--- config.mk ---
export PLATFORM = sky130hd
export DESIGN_NAME = radius_sched
export DESIGN_NICKNAME = d
export VERILOG_FILES = /design/src/rtl/radius_pkg.sv /design/src/rtl/radius_sched_rise_detect.sv /design/src/rtl/radius_sched.sv
export SDC_FILE = /design/constraint.sdc
export NUM_CORES = 1
export LEC_CHECK = 0
export ABC_AREA = 1
export CELL_PAD_IN_SITES_DETAIL_PLACEMENT = 0
export CELL_PAD_IN_SITES_GLOBAL_PLACEMENT = 1
export CORE_AREA = 10 10 74 76
export CTS_CLUSTER_SIZE = 8
export DETAILED_ROUTE_END_ITERATION = 8
export DIE_AREA = 0 0 84 86
export PLACE_DENSITY_LB_ADDON = 0.08
export SLEW_MARGIN = 0
export SYNTH_ARGS = -nofsm -noshare
export SYNTH_HDL_FRONTEND = slang
export SYNTH_SLANG_ARGS = --single-unit
--- constraint.sdc ---
create_clock -name clk -period 6.9 [get_ports clk]
set_clock_uncertainty 0.1 [all_clocks]
set_input_delay 1.38 -clock clk [delete_from_list [all_inputs] [get_ports clk]]
set_output_delay 1.38 -clock clk [all_outputs]
set_load 0.02 [all_outputs]
--- src/rtl/radius_pkg.sv ---
// Shared definitions for the player-radius game controller: state encoding,
// default radius bounds and collision-bus layout.
package radius_pkg;

    typedef enum logic [1:0] {
        MENU  = 2'd0,
        RUN   = 2'd1,
        PAUSE = 2'd2,
        OVER  = 2'd3
    } state_t;

    localparam int R_INIT_DEF = 20;
    localparam int R_MIN_DEF  = 10;
    localparam int R_MAX_DEF  = 20;
    localparam int STEP_DEF   = 2;
    localparam int PEND_W_DEF = 3;

    // col[3:0] are shrink sources, col[4] is the single grow source
    localparam logic [4:0] SHRINK_MASK = 5'b01111;
    localparam int         GROW_BIT    = 4;

    function automatic logic [2:0] popcount4(input logic [3:0] v);
        return {2'b00, v[0]} + {2'b00, v[1]} + {2'b00, v[2]} + {2'b00, v[3]};
    endfunction

endpackage

--- src/rtl/radius_sched_rise_detect.sv ---
// Per-bit rising-edge detector: pulses for one cycle when a level goes 0->1.
module rise_detect #(
    parameter int WIDTH = 1
) (
    input  logic             clk,
    input  logic             rst_n,
    input  logic [WIDTH-1:0] level,
    output logic [WIDTH-1:0] rise
);

    logic [WIDTH-1:0] prev;

    // NOTE: sequential state is written with <= so every flop samples pre-edge values.
    always_ff @(posedge clk or negedge rst_n) begin
        if (!rst_n) prev <= '0;
        else        prev <= level;
    end

    assign rise = level & ~prev;

endmodule

--- src/rtl/radius_sched.sv ---
// Game controller for the player radius: menu/run/pause/over FSM, collision
// event capture and one bounded radius step per tick. Option: RADIUS_GAME_OVER_EN.
module radius_sched
    import radius_pkg::*;
#(
    parameter int R_INIT = R_INIT_DEF,
    parameter int R_MIN  = R_MIN_DEF,
    parameter int R_MAX  = R_MAX_DEF,
    parameter int STEP   = STEP_DEF,
    parameter int PEND_W = PEND_W_DEF
) (
    input  logic       clk,
    input  logic       rst_n,
    input  logic       tick,
    input  logic       btn_start,
    input  logic       btn_pause,
    input  logic [4:0] col,
    output logic [5:0] r,
    output logic       gamemenu,
    output logic       gamerun,
    output logic       gamepause,
    output logic       game_over,
    output logic       step_shrink,
    output logic       step_grow
);

    if (!(R_MIN <= R_INIT && R_INIT <= R_MAX && R_MAX <= 63 && STEP >= 1 && STEP <= 63))
    begin : g_param_check
        $error("radius_sched: illegal radius parameters");
    end

    localparam int         SW       = PEND_W + 3;
    localparam logic [6:0] R_MIN7   = 7'(R_MIN);
    localparam logic [6:0] R_MAX7   = 7'(R_MAX);
    localparam logic [6:0] STEP7    = 7'(STEP);
    localparam logic [5:0] R_INIT6  = 6'(R_INIT);
    localparam logic [PEND_W-1:0] PEND_MAX = '1;

    state_t            state, state_next;
    logic [1:0]        btn_rise;
    logic [4:0]        col_rise;
    logic [PEND_W-1:0] shrink_pend, grow_pend, shrink_sat, grow_sat;
    logic [SW-1:0]     shrink_sum, grow_sum;
    logic [2:0]        shrink_add;
    logic              grow_add, shrink_take, grow_take;
    logic              shrink_fire, grow_fire;
    logic [5:0]        r_next;
    logic [6:0]        r7;
`ifdef RADIUS_GAME_OVER_EN
    logic              over_hit;
`endif

    rise_detect #(.WIDTH(2)) u_btn_rise (
        .clk   (clk),
        .rst_n (rst_n),
        .level ({btn_pause, btn_start}),
        .rise  (btn_rise)
    );

    rise_detect #(.WIDTH(5)) u_col_rise (
        .clk   (clk),
        .rst_n (rst_n),
        .level (col),
        .rise  (col_rise)
    );

    assign r7 = {1'b0, r};

    // NOTE: every always_comb output gets a default first so no latch is inferred.
    always_comb begin
        shrink_take = 1'b0;
        grow_take   = 1'b0;
        shrink_fire = 1'b0;
        grow_fire   = 1'b0;
        r_next      = r;
`ifdef RADIUS_GAME_OVER_EN
        over_hit    = 1'b0;
`endif
        if (state == RUN && tick) begin
            if (shrink_pend != '0 && grow_pend != '0) begin
                // opposing requests cancel each other
                shrink_take = 1'b1;
                grow_take   = 1'b1;
            end else if (shrink_pend != '0) begin
                shrink_take = 1'b1;
                if (r7 > R_MIN7) begin
                    shrink_fire = 1'b1;
                    r_next      = (r7 < R_MIN7 + STEP7) ? 6'(R_MIN7) : 6'(r7 - STEP7);
                end else begin
`ifdef RADIUS_GAME_OVER_EN
                    over_hit = 1'b1;
`endif
                end
            end else if (grow_pend != '0) begin
                grow_take = 1'b1;
                if (r7 < R_MAX7) begin
                    grow_fire = 1'b1;
                    r_next    = (r7 + STEP7 > R_MAX7) ? 6'(R_MAX7) : 6'(r7 + STEP7);
                end
            end
        end
    end

    // Edges only count in RUN; the tick consumes pre-edge counts in the same cycle.
    assign shrink_add = (state == RUN) ? popcount4(col_rise[3:0] & SHRINK_MASK[3:0]) : 3'd0;
    assign grow_add   = (state == RUN) && col_rise[GROW_BIT];
    assign shrink_sum = SW'(shrink_pend) - SW'(shrink_take) + SW'(shrink_add);
    assign grow_sum   = SW'(grow_pend) - SW'(grow_take) + SW'(grow_add);
    assign shrink_sat = (shrink_sum > SW'(PEND_MAX)) ? PEND_MAX : shrink_sum[PEND_W-1:0];
    assign grow_sat   = (grow_sum > SW'(PEND_MAX)) ? PEND_MAX : grow_sum[PEND_W-1:0];

    always_comb begin
        state_next = state;
        case (state)
            MENU:  if (btn_rise[0]) state_next = RUN;
            RUN: begin
`ifdef RADIUS_GAME_OVER_EN
                if (over_hit)          state_next = OVER;
                else
`endif
                if (btn_rise[1])       state_next = PAUSE;
            end
            PAUSE: begin
                if (btn_rise[0])       state_next = MENU;
                else if (btn_rise[1])  state_next = RUN;
            end
            OVER:  if (btn_rise[0]) state_next = MENU;
        endcase
    end

    always_ff @(posedge clk or negedge rst_n) begin
        if (!rst_n) begin
            state       <= MENU;
            r           <= R_INIT6;
            shrink_pend <= '0;
            grow_pend   <= '0;
            step_shrink <= 1'b0;
            step_grow   <= 1'b0;
            gamemenu    <= 1'b1;
            gamerun     <= 1'b0;
            gamepause   <= 1'b0;
        end else begin
            state       <= state_next;
            step_shrink <= shrink_fire;
            step_grow   <= grow_fire;
            gamemenu    <= (state_next == MENU);
            gamerun     <= (state_next == RUN);
            gamepause   <= (state_next == PAUSE);
            // Entering (or sitting in) MENU prepares a fresh game
            if (state_next == MENU) begin
                r           <= R_INIT6;
                shrink_pend <= '0;
                grow_pend   <= '0;
            end else begin
                r           <= r_next;
                shrink_pend <= shrink_sat;
                grow_pend   <= grow_sat;
            end
        end
    end

`ifdef RADIUS_GAME_OVER_EN
    always_ff @(posedge clk or negedge rst_n) begin
        if (!rst_n) game_over <= 1'b0;
        else        game_over <= (state_next == OVER);
    end
`else
    assign game_over = 1'b0;
`endif

endmodule

==> reports/qor.yml <==
outcome:
  status: "finished, final reports clean"
floorplan:
  dieArea_sq_um: 7220
  die_y_um: 86
  initial_utilization: 0.436
  boundaryPins: 22
  num_rows: 23
  coreArea_sq_um: 3970
  dieWidth_um: 84
global_route:
  grt_usage: 0.0998
  grt_overflow: 0
  grt_pass1_wl_mm: 6.04
  grt_max_degree: 26
  grt_pass1_vias: 1353
  grt_antenna_before_repair: 0
placed_design:
  dp.cells: 286
  portBuffers: 19
  gp_congestion: 0.786
  place_ws_ns: 2.49
  place_area_sq_um: 1960
  dp_hpwl_mm: 2.85
synthesis:
  synth-main-ff-cell: "dfrtp_1"
  ys_seq_elements: 25
  yosysUniqueCellTypes: 27
  yosysTopAreaCell: "dfrtp_1"
  ys_top_cells_by_count: "nand2_1 (48), inv_1 (40), dfrtp_1 (22)"
  yosysMostFrequentCell: "nand2_1"
  netlist_top_cells_area: "dfrtp_1 (32%), nand2_1 (10%), ha_1 (10%)"
  netlist_area_sq_um: 1730
  ys.warnings.count: 0
  synth-edff-count: 0
  async_flop_share: 1.00
  syn_inst: 219
  synth_top_area_share: 0.318
  ys_seq_area_frac: 0.364
  syn-mean-instance-area_sq_um: 7.90
detailed_routing:
  drt_iter0_markers: 43
  routed_wl_mm: 3.49
  via_per_inst: 4.70
  vias: 1363
  wire_per_inst_um: 12.0
  final_antenna_net_count: 0
  firstDrtPassIters: 4
  drc: 0
worst_setup_path:
  arrival_ns: 4.21
  startpoint: "col[0]"
  startpoint_type: "input pin"
  cp_max_fo: 3
  reg2reg_slack_ns: 3.93
  cp.required_ns: 6.97
  rr_startpoint: "u_col_rise.prev[0]"
  path_class: "input pin to flop"
  end_kind: "flop"
clocking:
  cts_tree: "done"
  post_cts_buffers: 0
  post_cts_hold_buffer_count: 0
  cts_buffer_depth: 2
  cts_resized: 0
  clockRootBuffer: "clkbuf_8"
  htree_levels: 1
  path_clk_slew_ns: 0.10
  clock_sinks: 25
  cts-buffers-inserted: 3
  worstSkewPairLatency_ns: 0.28
final_layout:
  nFillCells: 402
  fin_cells: 290
  fin_area_sq_um: 2010
  multiInputGateArea_sq_um: 898
  antenna_cells: 0
  nNetsFinal: 267
  drive_above_1_share: 0.167
  area_growth_pct: 16.0
  register_area_sq_um: 629
min_path:
  hp-start: "r[4]"
  hold_path.class: "flop to flop"
sta:
  slew_viol_final: 0
  tns_ns: 0
  period_share: 0.600
  setup_viol: 0
  fmaxAchievable_mhz: 241
  final.setup.worst_slack_ns: 2.76
  rsz0062_at_grt: "false"
  period_needed_ns: 4.14
  finalHoldViolations: 0
flow_run:
  drv_cap: 0
power_and_ir_drop:
  vdd_ir_drop_max_v: 0.000116
  power_density_nw_per_um2: 364
  leakage_uw: 0.00111
[flip-flops by register name (all words and copies together), names as in the netlist]
signal and cells:
u_col_rise.prev 5, shrink_pend 3, gamepause 1, step_grow 1, grow_pend 3, gamemenu 1, state 2, u_btn_rise.prev 2
gamerun 1, step_shrink 1, r 5
[per-layer routing]
metal	up-vias	GRT usage	routed length, um	part of all wire
met5	-	0	0	0
met4	0	0.0289	48	0.014
met3	4	0.0284	140	0.040
li1	708	-	-	-
met2	25	0.175	1730	0.49
met1	626	0.115	1580	0.45
[critical path, stage by stage]
cell and delay, ns:
clkdlybuf4s50_1 0.47, nand2_1 0.09, fa_1 0.54, inv_1 0.04, ha_1 0.20, ha_1 0.27, inv_1 0.03, nor2_1 0.19
ha_1 0.27, a21oi_1 0.19, nor2_1 0.06, o21ai_0 0.15, nand2_1 0.10, o21ai_0 0.17, inv_1 0.05
[path summary, 6_finish.rpt]
path                                  end  depth (start not counted)
max                        shrink_pend[2]                         15
min                                  r[4]                          2
max reg2reg                shrink_pend[2]                         15
min reg2reg                          r[4]                          2
max in group asynchronous            r[2]                          2
min in group asynchronous            r[5]                          2
[power breakdown]
part | internal (uW) | switching [uW] | total [uW]
clock | 42.4 | 50.7 | 93.1
combinational | 155 | 253 | 408
sequential | 191 | 39.0 | 230
total | 388 | 343 | 731
[cell usage in the layout (no fill, tap or decap)]
cell type,instances
clkbuf_8,3
nand3_1,11
dfrtp_1,22
nor2_1,21
nor2_4,5
xor2_1,4
nand4_1,3
buf_4,1
conb_1,2
nand2_1,48
o21ai_0,9
o21ai_1,1
nand2_4,4
fa_1,2
inv_6,1
nor3b_1,1
ha_1,14
a21oi_1,2
nand3_2,2
inv_1,40
inv_2,5
nor2_2,2
dfstp_2,3
a31oi_1,1
o21ai_2,3
or2_2,2
nand2_2,8
clkdlybuf4s50_1,19
o21bai_2,1
[stage by stage]
stage | utilization | power (uW) | hold slack (ns)
floorplan | - | 540 | 0.439
global placement | 0.493 | 635 | 0.417
detailed placement | 0.493 | 645 | 0.416
CTS | 0.505 | 739 | 0.432
global route | 0.505 | 807 | 0.470
finish | 0.505 | 731 | 0.432
[cells by family after synthesis]
logic type | Yosys count | share of synthesized area
adders and majority gates | 16 | 0.124
other | 1 | 0.00217
and+or+nand+nor | 107 | 0.310
AOI/OAI and AO/OA | 17 | 0.0600
DFF | 25 | 0.364
buffers and inverters | 49 | 0.119
xor gates and xnor gates | 4 | 0.0202
[cell type report]
| class | count | share of cell area |
|---|---|---|
| multi-input cells | 146 | 0.448 |
| flip-flops and latches | 25 | 0.314 |
| repair buffers | 20 | 0.0985 |
| inverters | 45 | 0.0842 |
| well taps | 50 | 0.0312 |
| clock buffers | 3 | 0.0206 |
| clock inverters | 1 | 0.00436 |
No activity file was read; power rests on OpenSTA's default activity.
